--- config.mk ---
export PLATFORM = sky130hd
export DESIGN_NAME = vram_arbiter
export DESIGN_NICKNAME = d
export VERILOG_FILES = /design/src/rtl/vram_arbiter.sv
export SDC_FILE = /design/constraint.sdc
export NUM_CORES = 1
export LEC_CHECK = 0
export CORE_MARGIN = 3
export CORE_UTILIZATION = 33
export DETAILED_ROUTE_END_ITERATION = 8
export HOLD_SLACK_MARGIN = 0.1
export MAX_ROUTING_LAYER = met4
export PLACE_DENSITY = 0.84
export SYNTH_ARGS = -nofsm -noshare
export SYNTH_HDL_FRONTEND = slang
export SYNTH_SLANG_ARGS = --single-unit
--- constraint.sdc ---
create_clock -name clk -period 2.2 [get_ports clk]
set_input_delay 0.22 -clock clk [delete_from_list [all_inputs] [get_ports clk]]
set_output_delay 0.22 -clock clk [all_outputs]
set_load 0.03 [all_outputs]
--- src/rtl/vram_arbiter.sv ---
// Single-port video RAM arbiter between a Z80-style CPU (stalled via WAIT_n) and a GPU fetch port.
// Optional stall statistics counter enabled by defining VRAM_ARB_STATS_EN.
module vram_arbiter #(
    parameter int ADDR_W       = 11,
    parameter int DATA_W       = 8,
    parameter int CPU_MAX_WAIT = 4
) (
    input  logic              clk,
    input  logic              rst,
    input  logic              cpu_req,
    input  logic              cpu_we,
    input  logic [ADDR_W-1:0] cpu_addr,
    input  logic [DATA_W-1:0] cpu_wdata,
    output logic              cpu_wait_n,
    output logic [DATA_W-1:0] cpu_rdata,
    input  logic              gpu_req,
    input  logic [ADDR_W-1:0] gpu_addr,
    output logic              gpu_ack,
    output logic              gpu_rvalid,
    output logic [DATA_W-1:0] gpu_rdata,
    output logic              ram_en,
    output logic              ram_we,
    output logic [ADDR_W-1:0] ram_addr,
    output logic [DATA_W-1:0] ram_din,
    input  logic [DATA_W-1:0] ram_dout,
    output logic [15:0]       stat_cpu_stall
);

    typedef enum logic [1:0] {IDLE, CPU_ISSUE, CPU_HOLD} state_t;

    state_t            state_q;
    logic [3:0]        wait_cnt_q, wait_cnt_d;
    logic              cpu_we_q;
    logic [DATA_W-1:0] cpu_rdata_q;
    logic              gpu_rvalid_q;
    logic [DATA_W-1:0] gpu_rdata_q;

    logic cpu_prio, cpu_issue, gpu_issue;

    // Reset gates every issue path so no RAM cycle can start while rst is high.
    assign cpu_prio  = (wait_cnt_q >= 4'(CPU_MAX_WAIT));
    assign cpu_issue = !rst && (state_q == IDLE) && cpu_req && (!gpu_req || cpu_prio);
    assign gpu_issue = !rst && (state_q != CPU_ISSUE) && gpu_req && !cpu_issue;

    assign ram_en   = cpu_issue | gpu_issue;
    assign ram_we   = cpu_issue & cpu_we;
    assign ram_addr = cpu_issue ? cpu_addr : gpu_addr;
    assign ram_din  = cpu_issue ? cpu_wdata : '0;

    assign gpu_ack    = gpu_issue;
    assign cpu_wait_n = !(cpu_req && !rst && (state_q != CPU_HOLD));
    assign cpu_rdata  = cpu_rdata_q;
    assign gpu_rvalid = gpu_rvalid_q;
    // RAM output register supplies the data in the rvalid cycle; the copy holds it afterwards.
    assign gpu_rdata  = gpu_rvalid_q ? ram_dout : gpu_rdata_q;

    always_comb begin
        wait_cnt_d = wait_cnt_q;
        if (state_q == IDLE) begin
            if (cpu_issue)
                wait_cnt_d = 4'd0;
            else if (cpu_req && wait_cnt_q != 4'hF)
                wait_cnt_d = wait_cnt_q + 4'd1;
        end
    end

    always_ff @(posedge clk or posedge rst) begin
        if (rst) begin
            state_q      <= IDLE;
            wait_cnt_q   <= 4'd0;
            cpu_we_q     <= 1'b0;
            cpu_rdata_q  <= '0;
            gpu_rvalid_q <= 1'b0;
            gpu_rdata_q  <= '0;
        end else begin
            wait_cnt_q   <= wait_cnt_d;
            gpu_rvalid_q <= gpu_issue;
            if (gpu_rvalid_q)
                gpu_rdata_q <= ram_dout;
            case (state_q)
                IDLE: begin
                    if (cpu_issue) begin
                        state_q  <= CPU_ISSUE;
                        cpu_we_q <= cpu_we;
                    end
                end
                CPU_ISSUE: begin
                    if (!cpu_we_q)
                        cpu_rdata_q <= ram_dout;
                    state_q <= cpu_req ? CPU_HOLD : IDLE;
                end
                CPU_HOLD: begin
                    if (!cpu_req)
                        state_q <= IDLE;
                end
                default: state_q <= IDLE;
            endcase
        end
    end

`ifdef VRAM_ARB_STATS_EN
    logic [15:0] stall_q, stall_d;

    always_comb begin
        stall_d = stall_q;
        if (!cpu_wait_n && cpu_req && stall_q != 16'hFFFF)
            stall_d = stall_q + 16'd1;
    end

    always_ff @(posedge clk or posedge rst) begin
        if (rst) stall_q <= 16'd0;
        else     stall_q <= stall_d;
    end

    assign stat_cpu_stall = stall_q;
`else
    assign stat_cpu_stall = 16'd0;
`endif

endmodule
==> results.tsv, run 1 <==
metric	value	unit
hold_viol	0	
avgViaCountPerCell	4.50	
holdCritStartpoint	cpu_req	
synth_common_cells	dfrtp_1, mux2_2, buf_4, and2_1, mux2_1	
relSlewSlack	64.2	%
syn_inst	110	
cp-end-kind	output pin	
cts_tree	yes	
r2r_cells	5	
vias	1147	
reg2reg_from	state_q[0]	
grt_pass1_wl	4.75	mm
synth_async_sr_flop_share	100	%
ys.flop_type	dfrtp_1	
clockBufferDepth	2	
io_pins	99	
place_hpwl	2.66	mm
avgSynthCellArea	11.9	um^2
grt_usage	13.7	%
ys_warn_count	0	
reg2reg_slack	0.41	ns
synth_area	1310	um^2
setup_violations	0	
die_x	68.9	um
finClkSkew	0.00275	ns
hp-class	primary input to flip-flop	
drtAntennaViolNets	0	
synth_area_leaders	dfrtp_1, mux2_2, buf_4	
seq_area_frac_synth	45.9	%
pre_cts_slack	-0.444	ns
antenna_cells	0	
num-fill-cells	305	
path_clk_slew	0.08	ns
final.setup.worst_slack	0.0205	ns
synth_edf_count	0	
ir_drop	0.329	mV
path_class	flip-flop to output pin	
synth_most_common_cell	dfrtp_1	
synth_top_area_share	45.9	%
max_freq	0.459	GHz
grt_max_degree	18	
slew_violations	0	
critical_path_peak_fanout	8	
power.total	2150	uW
drt_pass1_iterations	4	
start_util	34.9	%
nets	253	
ys_types	26	
status	completed	
io_buffers	82	
drc	0	
overflow	0	
clock_latency	0.25	ns
die_area	4750	um^2
core_region_area	3740	um^2
synth_top_area_cell	dfrtp_1	
routed_wl	3.34	mm
arrival	1.96	ns
rr_endpoint	cpu_we_q	
powerDensity	910	nW/um^2
grt_antenna_before_repair	0	
area_growth	80.6	%
worstMarginPinSlew	0.537	ns
drtIter0Drc	11	
gp_congestion	0.752	
hold_ws	0.376	ns
htree_num_levels	1	
timing.setup.tns	0	ns
rsz0062_at_grt	true	
cts_buffers	3	
ys_ff_latch	24	
period_share	99.1	%
avgRoutedWirePerCell	13.1	um
fin_crit	2.18	ns
hold_path_end	state_q[1]	
cap_violations	0	
num_rows	22	
cts-root-buf	clkbuf_8	
power.leakage	0.00108	uW
cts_sinks	24	
hold_path_depth	3	
grt_pass1_vias	1169	
drive_above_1_share	36.2	%
worstPathRequired	1.98	ns
worstSetupStartpointType	flip-flop	
fp.dieH	68.9	um
-- power by group --
part	internal [uW]	switching (uW)
clock	122	120
sequential	601	82.0
combinational	602	621
-- registers in the layout (all words and copies together) (netlist names) --
signal and cells:
cpu_rdata 8, gpu_rdata_q 8, wait_cnt_q 4, state_q 2, cpu_we_q 1, gpu_rvalid 1
-- worst max path at each step --
stage | from | to
after floorplan | state_q[0] | ram_addr[3]
after global placement | cpu_req | ram_addr[5]
after CTS | state_q[1] | ram_addr[7]
after global routing | state_q[0] | ram_addr[8]
after detailed placement | cpu_req | ram_addr[7]
final | state_q[0] | ram_addr[4]
-- worst max-delay path: stages, from the launching register on --
cell       delay, ns
dfrtp_1         0.40
or3b_4          0.42
nor3_4          0.23
clkbuf_16       0.21
mux2_4          0.30
buf_6           0.14
-- layer usage --
metal	GRT usage (%)	up-vias	share of wire (%)
li1	-	544	-
met1	15.2	520	39
met2	24.5	81	49
met3	1.62	2	11
met4	5.84	0	1.1
met5	-	-	0
-- cell families (layout without fill, tap and decap cells) --
kind of cell / count (synthesis) / in the layout / share of synthesized area, %
AO/OA/AOI/OAI: 10 / 10 / 5.26
adder cells (fa/ha/maj): 1 / 1 / 0.957
buffers and inverters: 23 / 105 / 11.9
flip-flops: 24 / 24 / 45.9
multiplexers: 29 / 29 / 24.9
other: 1 / 16 / 0.287
AND/OR/NAND/NOR: 22 / 22 / 10.8
-- cell usage in the layout, fill, tap and decap left out, types with 2 or more instances in the layout --
| master | instances |
|---|---|
| conb_1 | 16 |
| a21boi_0 | 2 |
| o22ai_1 | 2 |
| dfrtp_1 | 24 |
| and2_4 | 5 |
| buf_4 | 18 |
| nand2b_1 | 3 |
| buf_6 | 17 |
| clkbuf_8 | 3 |
| inv_1 | 4 |
| and2_1 | 4 |
| clkdlybuf4s50_1 | 59 |
| nor3b_1 | 2 |
| a21oi_1 | 2 |
| nand3_1 | 3 |
| nor2_1 | 2 |
| mux2_2 | 16 |
| mux2_4 | 11 |
-- metrics by stage --
step	util (%)	area [um^2]	std cells
6_report	63.1	2360	255
2_1_floorplan	-	1360	125
3_3_place_gp	58.5	2190	249
4_1_cts	59.1	2210	253
5_1_grt	63.1	2360	255
3_5_place_dp	58.5	2190	249
-- repair_timing --
item | CTS | global route
hold buffers | 0 | 0
hold endpoints to repair | 0 | 0
pin swaps | 1 | 2
setup buffers | 1 | 1
gates resized for setup | 67 | 42
gates cloned | 0 | 1
endpoints found under the setup margin | 12 | 12
-- area by class of cell --
type | count | area, um^2 | share of cell area (%)
flip-flops and latches | 24 | 601 | 25.4
clock buffers | 3 | 41.3 | 1.75
well taps | 48 | 60.1 | 2.54
inverters | 4 | 15.0 | 0.636
repair buffers | 98 | 980 | 41.5
multi-input cells | 78 | 664 | 28.1
Power figures use the tool's default switching activity.
==> inputs of run 2 (changes only) <==
RECOVER_POWER = 50   (was default)
==> run 2 against run 1 <==
Power is 0.11% lower. Cell area is 0.48% lower. Global-route usage stayed put. Utilization is 0.30 points lower. Sequential cell count stayed put. Worst setup slack hardly changed. Via count is 0.35% lower. Clock power hardly changed. Fmax hardly changed. Sequential power hardly changed. Count of clock-buffer cells in the layout stayed put. Critical endpoint unchanged. Largest cell class unchanged. Highest routed layer unchanged.
==> results.tsv, run 2 (synthesized netlist as in run 1, its figures left out) <==
metric	value	unit	change
holdCritStartpoint	cpu_req		
reg2reg_slack	0.41	ns	about the same
slew_violations	0		unchanged
avgViaCountPerCell	4.48		-0.35%
met2_length	1.64	mm	-0.12%
hold_ws	0.376	ns	-0.0000650 ns
clock_latency	0.25	ns	about the same
hold_viol	0		unchanged
grt_max_degree	18		unchanged
mostFrequentLayoutCells	clkdlybuf4s50_1, dfrtp_1, buf_6		
start_util	34.9	%	unchanged
hp-class	primary input to flip-flop		
gp_congestion	0.752		unchanged
grt_antenna_before_repair	0		unchanged
hold_path_end	state_q[1]		
setup_violations	0		unchanged
power.leakage	0.00107	uW	-1.0%
max_freq	0.459	GHz	about the same
overflow	0		unchanged
die_x	68.9	um	unchanged
io_pins	99		unchanged
cts_buffers	3		unchanged
cap_violations	0		unchanged
hold_path_depth	3		unchanged
area_growth	79.7	%	
period_share	99.1	%	about the same
rr_endpoint	cpu_we_q		
htree_num_levels	1		unchanged
grt_pass1_wl	4.75	mm	unchanged
clockBufferDepth	2		unchanged
cts_sinks	24		unchanged
layout.cells.most_common	clkdlybuf4s50_1		
grt_pass1_vias	1169		unchanged
status	completed		
fin_crit	2.18	ns	+0.000351 ns
antenna_cells	0		unchanged
place_hpwl	2.66	mm	unchanged
cts-root-buf	clkbuf_8		
num-fill-cells	309		+1.3%
vias	1143		-0.35%
cp-end-kind	output pin		
powerDensity	913	nW/um^2	+0.37%
avgRoutedWirePerCell	13.1	um	about the same
ir_drop	0.331	mV	+0.64%
path_class	flip-flop to output pin		
routed_wl	3.34	mm	about the same
wl_met3	357	um	+0.56%
drt_pass1_iterations	4		unchanged
drive_above_1_share	34.8	%	-1.4 points
drtIter0Drc	11		unchanged
timing.setup.tns	0	ns	unchanged
grt_usage	13.7	%	unchanged
wl_met1	1.31	mm	+0.15%
die_area	4750	um^2	unchanged
placed_area	2190	um^2	unchanged
relSlewSlack	42.4	%	-22 points
finalInstanceArea	2350	um^2	-0.48%
r2r_cells	5		unchanged
nets	253		unchanged
num_rows	22		unchanged
worstMarginPinSlew	0.864	ns	+0.327 ns
finClkSkew	0.00257	ns	-0.000180 ns
io_buffers	82		unchanged
core_region_area	3740	um^2	unchanged
top_layer_used	met4		
fp.dieH	68.9	um	unchanged
reg2reg_from	state_q[0]		
worstSetupStartpointType	flip-flop		
rsz0062_at_grt	true		
arrival	1.96	ns	about the same
critical_path_peak_fanout	8		unchanged
drtAntennaViolNets	0		unchanged
path_clk_slew	0.08	ns	about the same
worstPathRequired	1.98	ns	about the same
drc	0		unchanged
cts_tree	yes		
==> run 2: cell count changes in the layout (fill, tap and decap cells not counted), sizes merged <==
| cell | previous run | this run |
|---|---|---|
| buf | 36 | 33 |
| clkbuf | 5 | 8 |
==> run 2: per-layer routing <==
layer,vias up,track usage [%]
met4,0,5.84
met2,79,24.5
met3,2,1.62
met5,-,-
li1,544,-
met1,518,15.2
==> run 2: repair_timing <==
item,CTS,global route
gates cloned,0,1
gates resized for setup,67,42
pin swaps,1,2
setup buffers,1,1
setup endpoints to repair,12,12
hold buffers,0,0
==> run 2: cell type report <==
type	count	area, um^2	share of cell area (%)
Sequential cell	24	601	25.6
Tap cell	48	60.1	2.56
Inverter	4	15.0	0.639
Timing Repair Buffer	98	968	41.2
Multi-Input combinational cell	78	664	28.3
Clock buffer	3	41.3	1.76
==> run 2: through the flow <==
stage	util, %	setup WS [ns]	cells	power (uW)
3_3_place_gp	58.5	-0.429	249	1830
5_1_grt	62.8	-0.0472	255	2290
6_report	62.8	0.0201	255	2150
2_1_floorplan	-	0.279	125	1370
4_1_cts	59.1	-0.00437	253	2100
3_5_place_dp	58.5	-0.444	249	1860
==> run 2: how the worst max path moves through the flow <==
stage	start	to	slack, ns	cells past startpoint
CTS	state_q[1]	ram_addr[7]	-0.004	5
global placement	cpu_req	ram_addr[5]	-0.43	6
finish	state_q[0]	ram_addr[4]	0.02	5
detailed placement	cpu_req	ram_addr[7]	-0.44	6
floorplan	state_q[0]	ram_addr[3]	0.28	4
global route	state_q[0]	ram_addr[8]	-0.05	5
==> run 2: power breakdown <==
| part | internal, uW | leakage (uW) | switching (uW) |
|---|---|---|---|
| logic | 600 | 0.000753 | 620 |
| clock network | 122 | 0.0000216 | 119 |
| registers | 601 | 0.000293 | 82.4 |
| total | 1320 | 0.00107 | 822 |
==> run 2: critical path, stage by stage (launching register included) <==
cell	delay (ns)
dfrtp_1	0.40
or3b_4	0.42
nor3_4	0.23
clkbuf_16	0.21
mux2_4	0.30
buf_6	0.14
==> inputs of run 3 (changes only) <==
CORE_UTILIZATION = 34   (was 33)
PLACE_DENSITY = 0.86   (was 0.84)
==> run 3 against run 2 <==
Register-to-register slack got worse by 0.22 ns. The flow now finishes with violations (setup timing). Power rose by 3.9%. First-iteration DRC count rose by 140%. Highest routed layer unchanged. Combinational power barely moved. Clock power rose by 19%. Critical endpoint is now ram_addr[7].
==> results.tsv, run 3 (synthesized netlist as in run 1, its figures left out) <==
metric	value	unit	change
finClkSkew	0.00294	ns	+0.000374 ns
worstPathRequired	1.98	ns	about the same
final.setup.worst_slack	-0.0211	ns	-0.0412 ns
slew_violations	0		unchanged
drt_pass1_iterations	4		unchanged
layout.cells.most_common	clkdlybuf4s50_1		
io_pins	99		unchanged
cts_buffers	3		unchanged
rsz0062_at_grt	true		
ir_drop	0.346	mV	+4.5%
path_clk_slew	0.08	ns	about the same
die_area	4630	um^2	-2.7%
grtUsageMet1	16.2	%	+1.0 points
cp-end-kind	output pin		
worstSetupStartpointType	flip-flop		
rr_endpoint	cpu_we_q		
setup_violations	8		+8
drtIter0Drc	26		+15
area_growth	85.5	%	
cts_tree	yes		
overflow	0		unchanged
fin_crit	2.22	ns	+0.0412 ns
use_met3	2.96	%	+1.3 points
drive_above_1_share	37.9	%	+3.1 points
hold_ws	0.392	ns	+0.0160 ns
fp.dieH	68.0	um	-1.4%
avgRoutedWirePerCell	14.5	um	+11%
clock_latency	0.26	ns	about the same
grt_pass1_vias	1284		+9.8%
r2r_cells	8		+3
antenna_cells	0		unchanged
num-fill-cells	291		-5.8%
drc	0		unchanged
drtAntennaViolNets	0		unchanged
htree_num_levels	1		unchanged
met2_usage	28.3	%	+3.8 points
num_rows	21		-4.5%
reg2reg_from	state_q[1]		
hold_viol	0		unchanged
critical_path_peak_fanout	5		-3
avgViaCountPerCell	4.58		+2.1%
vias	1190		+4.1%
cap_violations	0		unchanged
hold_path_depth	3		unchanged
power.total	2230	uW	+3.9%
hp-class	primary input to flip-flop		
start_util	37.1	%	+2.2 points
holdCritStartpoint	cpu_req		
cts-root-buf	clkbuf_8		
period_share	101	%	+1.9 points
failed_checks	setup timing		
grt_pass1_wl	5.26	mm	+11%
power.leakage	0.00112	uW	+4.5%
mostFrequentLayoutCells	clkdlybuf4s50_1, dfrtp_1, buf_4		
clockBufferDepth	2		unchanged
cts_sinks	24		unchanged
grt_max_degree	20		+2
pre_cts_slack	-0.495	ns	-0.0505 ns
max_freq	0.450	GHz	-1.9%
fin_util	68.9	%	+6.1 points
nets	259		+2.4%
place_hpwl	2.72	mm	+2.2%
powerDensity	919	nW/um^2	+0.69%
core_region_area	3520	um^2	-5.9%
top_usage_layer	met2		
die_x	68.0	um	-1.4%
routed_wl	3.78	mm	+13%
hold_path_end	state_q[1]		
status	finished with violations		
cts_hold_buf	0		unchanged
grt_usage	15.4	%	+1.8 points
gp_congestion	0.752		about the same
grt_antenna_before_repair	0		unchanged
reg2reg_slack	0.19	ns	-0.22 ns
arrival	2.00	ns	+0.04 ns
path_class	flip-flop to output pin		
io_buffers	82		unchanged
## run 3: changes by cell type in the layout (fill, tap and decap cells not counted)
cell | before | now
buf_4 | 15 | 20
buf_16 | 0 | 1
nor3b_2 | 0 | 1
buf_6 | 17 | 19
clkbuf_8 | 3 | 4
nor3b_1 | 2 | 1
clkbuf_16 | 1 | 0
clkbuf_1 | 3 | 2
## run 3: how the worst max path moves through the flow
stage	startpoint	endpoint	slack, ns	depth (start not counted)
floorplan	state_q[0]	ram_addr[3]	0.28	4
global placement	cpu_req	ram_addr[7]	-0.46	6
detailed placement	cpu_req	ram_addr[7]	-0.49	6
CTS	cpu_req	ram_addr[10]	-0.02	7
global route	state_q[1]	ram_din[4]	-0.09	8
finish	state_q[1]	ram_addr[7]	-0.02	6
## run 3: power by group
part	total, uW	internal, uW	switching (uW)	leakage, uW
Sequential	688	601	87.2	0.000293
Clock	287	159	128	0.0000288
Combinational	1250	622	632	0.000795
Total	2230	1380	847	0.00112
## run 3: metal layers
layer	routed length (um)	share of wire (%)
met1	1480	39
met2	1880	50
met3	377	10
met4	34	0.90
met5	0	0
## run 3: area by class of cell
cell class	count	area, um^2	area share, %
Clock buffer	4	55.1	2.27
Inverter	4	15.0	0.619
Multi-Input combinational cell	78	669	27.6
Sequential cell	24	601	24.8
Tap cell	46	57.6	2.37
Timing Repair Buffer	104	1030	42.4
## run 3: repair_timing
item	CTS	global route
gates resized for setup	76	30
setup buffers	5	3
pin swaps	1	2
endpoints found under the hold margin	0	0
endpoints found under the setup margin	11	14
cloned	2	0
## run 3: metrics by stage
step | area (um^2) | setup TNS (ns) | std cells
global route | 2420 | -0.837 | 260
detailed placement | 2180 | -5.29 | 247
CTS | 2330 | -0.0517 | 258
global placement | 2180 | -4.84 | 247
floorplan | 1360 | 0 | 125
finish | 2420 | -0.120 | 260
## run 3: critical path, stage by stage (launching register included)
cell and delay (ns):
dfrtp_1 0.39, or3b_4 0.41, nor3_4 0.21, buf_6 0.16, buf_12 0.12, mux2_4 0.30, buf_6 0.14
==> patch 1, RTL diff (settings of run 1) <==
Add a define of `VRAM_ARB_STATS_EN`.
--- a/src/rtl/vram_arbiter.sv
+++ b/src/rtl/vram_arbiter.sv
@@ -1,5 +1,7 @@
 // Single-port video RAM arbiter between a Z80-style CPU (stalled via WAIT_n) and a GPU fetch port.
 // Optional stall statistics counter enabled by defining VRAM_ARB_STATS_EN.
+`define VRAM_ARB_STATS_EN
+
 module vram_arbiter #(
     parameter int ADDR_W       = 11,
     parameter int DATA_W       = 8,
Formal check against the unedited RTL: not equivalent (a bounded check fails within 4 cycles, from zero or initial values and one cycle with rst high).
==> patch 1 against run 1 <==
Worst setup slack is essentially flat. Register-to-register slack gained 30 ps. Final area grew 38%. Routed wire length grew 45%. Global-route usage grew 0.61 points. Power grew 45%. Sequential cell count grew 16. Synthesized area grew 50%.
==> patch 1: results (changes against run 1) <==
\begin{tabular}{lr}
\hline
Metric & Value \\
\hline
\multicolumn{2}{l}{\textbf{Layout}} \\
Filler cell count & 498 (was 305) \\
Fraction of layout instances using a drive strength above 1 & 26.52\% (was 36.23\%) \\
Net count, final & 323 (was 253) \\
\multicolumn{2}{l}{\textbf{Critical path}} \\
Critical path startpoint & cpu\_req (was state\_q[0]) \\
Maximum fanout encountered on the critical timing path & 7 (was 8) \\
CP peak stage delay & 470 ps (was 420 ps) \\
Top Family by Delay on Critical Path & buffers and inverters (was simple AND/OR/NAND/NOR gates) \\
Critical Path Sink & ram\_addr[2] (was ram\_addr[4]) \\
Flop2flop setup slack & 440 ps (was 410 ps) \\
\multicolumn{2}{l}{\textbf{Clocking}} \\
Buffer count from post-CTS setup fixing & 0 (was 1) \\
Number of CTS-inserted buffers & 5 (was 3) \\
H-tree levels & 2 (was 1) \\
\multicolumn{2}{l}{\textbf{Logic synthesis}} \\
Number of distinct library cells after synthesis & 34 (was 26) \\
\multicolumn{2}{l}{\textbf{STA}} \\
Achievable clock frequency & 0.4587 GHz (was 0.4588 GHz) \\
Worst hold slack & 501.0 ps (was 376.0 ps) \\
Worst-margin pin slew & 510.0 ps (was 536.5 ps) \\
\multicolumn{2}{l}{\textbf{Power and ir drop}} \\
Peak supply drop & 0.0004503 V (was 0.0003289 V) \\
Standby leakage power & 1.464 nW (was 1.079 nW) \\
Psw & 1.132 mW (was 0.8222 mW) \\
\multicolumn{2}{l}{\textbf{Drt}} \\
Detailed-route vias per instance & 4.838 (was 4.498) \\
First DRT Iteration DRCs & 52 (was 11) \\
\multicolumn{2}{l}{\textbf{Global route}} \\
Global router's overall resource usage & 14.27\% (was 13.66\%) \\
Global-route wire length before repair & 7.997 mm (was 4.747 mm) \\
\multicolumn{2}{l}{\textbf{Hold path}} \\
Hold Path Depth & 1 (was 3) \\
Hold Path Sink & gpu\_rdata\_q[5] (was state\_q[1]) \\
\multicolumn{2}{l}{\textbf{Run status}} \\
Status & complete, no violations (unchanged) \\
\multicolumn{2}{l}{\textbf{Placed design}} \\
Half-perimeter wire length after detailed placement & 3.773 mm (was 2.660 mm) \\
Worst slack at placement & -458.9 ps (was -444.4 ps) \\
\hline
\end{tabular}
-- patch 1: metal layers --
metal | wire length (um) | GRT usage, % | up-vias | part of all wire (%)
met5 | 0 | - | - | 0
met3 | 311 | 2.679 | 7 | 6.4
met1 | 1956 | 16.69 | 804 | 40
met2 | 2504 | 24.78 | 72 | 52
met4 | 76 | 4.458 | 0 | 1.6
li1 | - | - | 815 | -
-- patch 1: layout make-up --
class,instances,share of cell area [%]
repair buffers,113,33.78
flip-flops and latches,40,30.67
multi-input cells,116,29.26
well taps,72,2.761
clock buffers,6,2.224
clock inverters,2,1.074
inverters,2,0.2301
-- patch 1: kinds of logic after synthesis --
logic type               share of synthesized area, %
buffers and inverters                           1.406
flip-flops                                      51.15
AO/OA/AOI/OAI                                   4.413
multiplexers                                    17.20
XOR/XNOR                                        6.714
AND/OR/NAND/NOR                                 17.84
adder cells (fa/ha/maj)                         1.279
-- patch 1: through the flow --
step	power, mW	std cells	cell area, um2	utilization, %
2_1_floorplan	1.906	161	1957	-
3_3_place_gp	2.490	343	3093	55.15
3_5_place_dp	2.519	343	3093	55.15
4_1_cts	3.105	351	3171	56.54
5_1_grt	3.267	351	3263	58.19
6_report	3.107	351	3263	58.19
-- patch 1: power groups by stage --
stage	Combinational [mW]	Sequential (mW)	Clock (mW)
6_report	1.43	1.10	0.583
5_1_grt	1.50	1.13	0.632
4_1_cts	1.40	1.10	0.604
3_5_place_dp	1.41	1.11	0
3_3_place_gp	1.38	1.11	0
2_1_floorplan	0.575	1.33	0
-- patch 1: timing repair --
action                     CTS  global route
pin swaps                    2             0
setup endpoints to repair   11            12
gates resized for setup     63            35
==> patch 2, RTL diff (settings of run 1) <==
Made on the original files. Encoding of `state_t`: now one-hot (3 bits for 3 states).
--- a/src/rtl/vram_arbiter.sv
+++ b/src/rtl/vram_arbiter.sv
@@ -26,7 +26,7 @@
     output logic [15:0]       stat_cpu_stall
 );
 
-    typedef enum logic [1:0] {IDLE, CPU_ISSUE, CPU_HOLD} state_t;
+    typedef enum logic [2:0] {IDLE = 3'b001, CPU_ISSUE = 3'b010, CPU_HOLD = 3'b100} state_t;
 
     state_t            state_q;
     logic [3:0]        wait_cnt_q, wait_cnt_d;
Function: no difference found for any inputs over 10 cycles, from zero or initial values and one cycle with rst high; not proved beyond that.
==> patch 2 against run 1 <==
Largest power group unchanged. Sequential cell count up 1. The flow now finishes with violations (negative setup slack). Worst setup slack worse by 120 ps. First-iteration DRC count rose to 3.1 times the old value. Combinational power down 11%. Synthesized area up 11%. Critical path type unchanged. Routed wire length up 17%. Synthesized cell count up 12%. Final cell count up 8.6%. Power down 5.7%. Hold slack better by 120 ps. Final area up 5.6%.
==> patch 2: results (changes against run 1) <==
\begin{tabular}{lr}
\hline
Metric & Value \\
\hline
\multicolumn{2}{l}{\textbf{Logic synthesis}} \\
Number of distinct library cells after synthesis & 35 (was 26) \\
Synthesized flop and latch total & 25 (was 24) \\
\multicolumn{2}{l}{\textbf{Drt}} \\
First DRT Iteration DRCs & 34 (was 11) \\
\multicolumn{2}{l}{\textbf{Placed design}} \\
Cell Count Post-Placement & 263 (was 249) \\
Area after DPL & 2302 um2 (was 2190 um2) \\
Worst slack at placement & -232.7 ps (was -444.4 ps) \\
\multicolumn{2}{l}{\textbf{Critical path}} \\
Critical path startpoint & state\_q[0] (unchanged) \\
Max stage delay cell, worst path & sky130\_fd\_sc\_hd\_\_dfstp\_2 (was sky130\_fd\_sc\_hd\_\_or3b\_4) \\
Cells on worst reg2reg path & 7 (was 5) \\
CP peak stage delay & 550 ps (was 420 ps) \\
Flop2flop setup slack & 230 ps (was 410 ps) \\
Critical Path AT & 2080 ps (was 1960 ps) \\
\multicolumn{2}{l}{\textbf{STA}} \\
Min setup slack post-route & -99.69 ps (was 20.45 ps) \\
Number of setup violations in the final report & 12 (was 0) \\
Total negative slack for setup checks & -977.8 ps (was 0 ps) \\
\multicolumn{2}{l}{\textbf{Layout}} \\
Final std cells w/o fill & 277 (was 255) \\
Fraction of layout instances using a drive strength above 1 & 37.00\% (was 36.23\%) \\
Relative area of clock buffers and inverters in the final design & 1.807\% (was 1.749\%) \\
Final non-clock buffer share & 40.46\% (was 41.49\%) \\
Clkbuf count & 4 (was 3) \\
Layout Area Growth over Synthesis & 71.58\% (was 80.57\%) \\
\multicolumn{2}{l}{\textbf{Run status}} \\
Status & finished, violations left (was complete, no violations) \\
Violated checks & negative setup slack \\
\multicolumn{2}{l}{\textbf{Global route}} \\
Via count of the first global-routing pass & 1378 (was 1169) \\
Global-route wire length before repair & 6.334 mm (was 4.747 mm) \\
Met3 routing resource usage after global routing & 2.216\% (was 1.621\%) \\
\multicolumn{2}{l}{\textbf{Hold path}} \\
Hold crit path type & primary input to async pin (was primary input to flop) \\
\multicolumn{2}{l}{\textbf{Power and ir drop}} \\
Peak supply drop & 0.0003732 V (was 0.0003289 V) \\
\hline
\end{tabular}
==> patch 2: changes by cell type in the layout (fill, tap and decap cells not counted), sizes merged, moves of 2 or more <==
cell,change
buf,+8
o21ai,+3
a21boi,-2
nand2,+2
nand3,-2
o21bai,+2
o31ai,+2
==> patch 2: what timing repair did <==
item                                    in CTS  in global routing
setup buffers                               10                  0
endpoints found under the setup margin      17                 22
pin swaps                                    5                  1
gates resized for setup                     45                  1
hold endpoints to repair                     0                  0
==> patch 2: cells by family (layout without fill, tap and decap cells) <==
family	count (synthesis)	in the layout	share of synthesized area [%]
compound gates	14	14	6.460
xor+xnor	1	1	0.6030
fa+ha+maj	1	1	0.8612
buf+inv	24	113	11.02
flops	25	25	43.15
mux	28	28	23.77
other cells	1	16	0.2582
simple gates	29	29	13.87
==> patch 2: where the power goes <==
group          leakage [nW]  internal (mW)  switching, mW
combinational         0.797          0.532          0.552
sequential            0.313          0.595         0.0823
clock                0.0228          0.129          0.133
total                  1.13           1.26          0.768
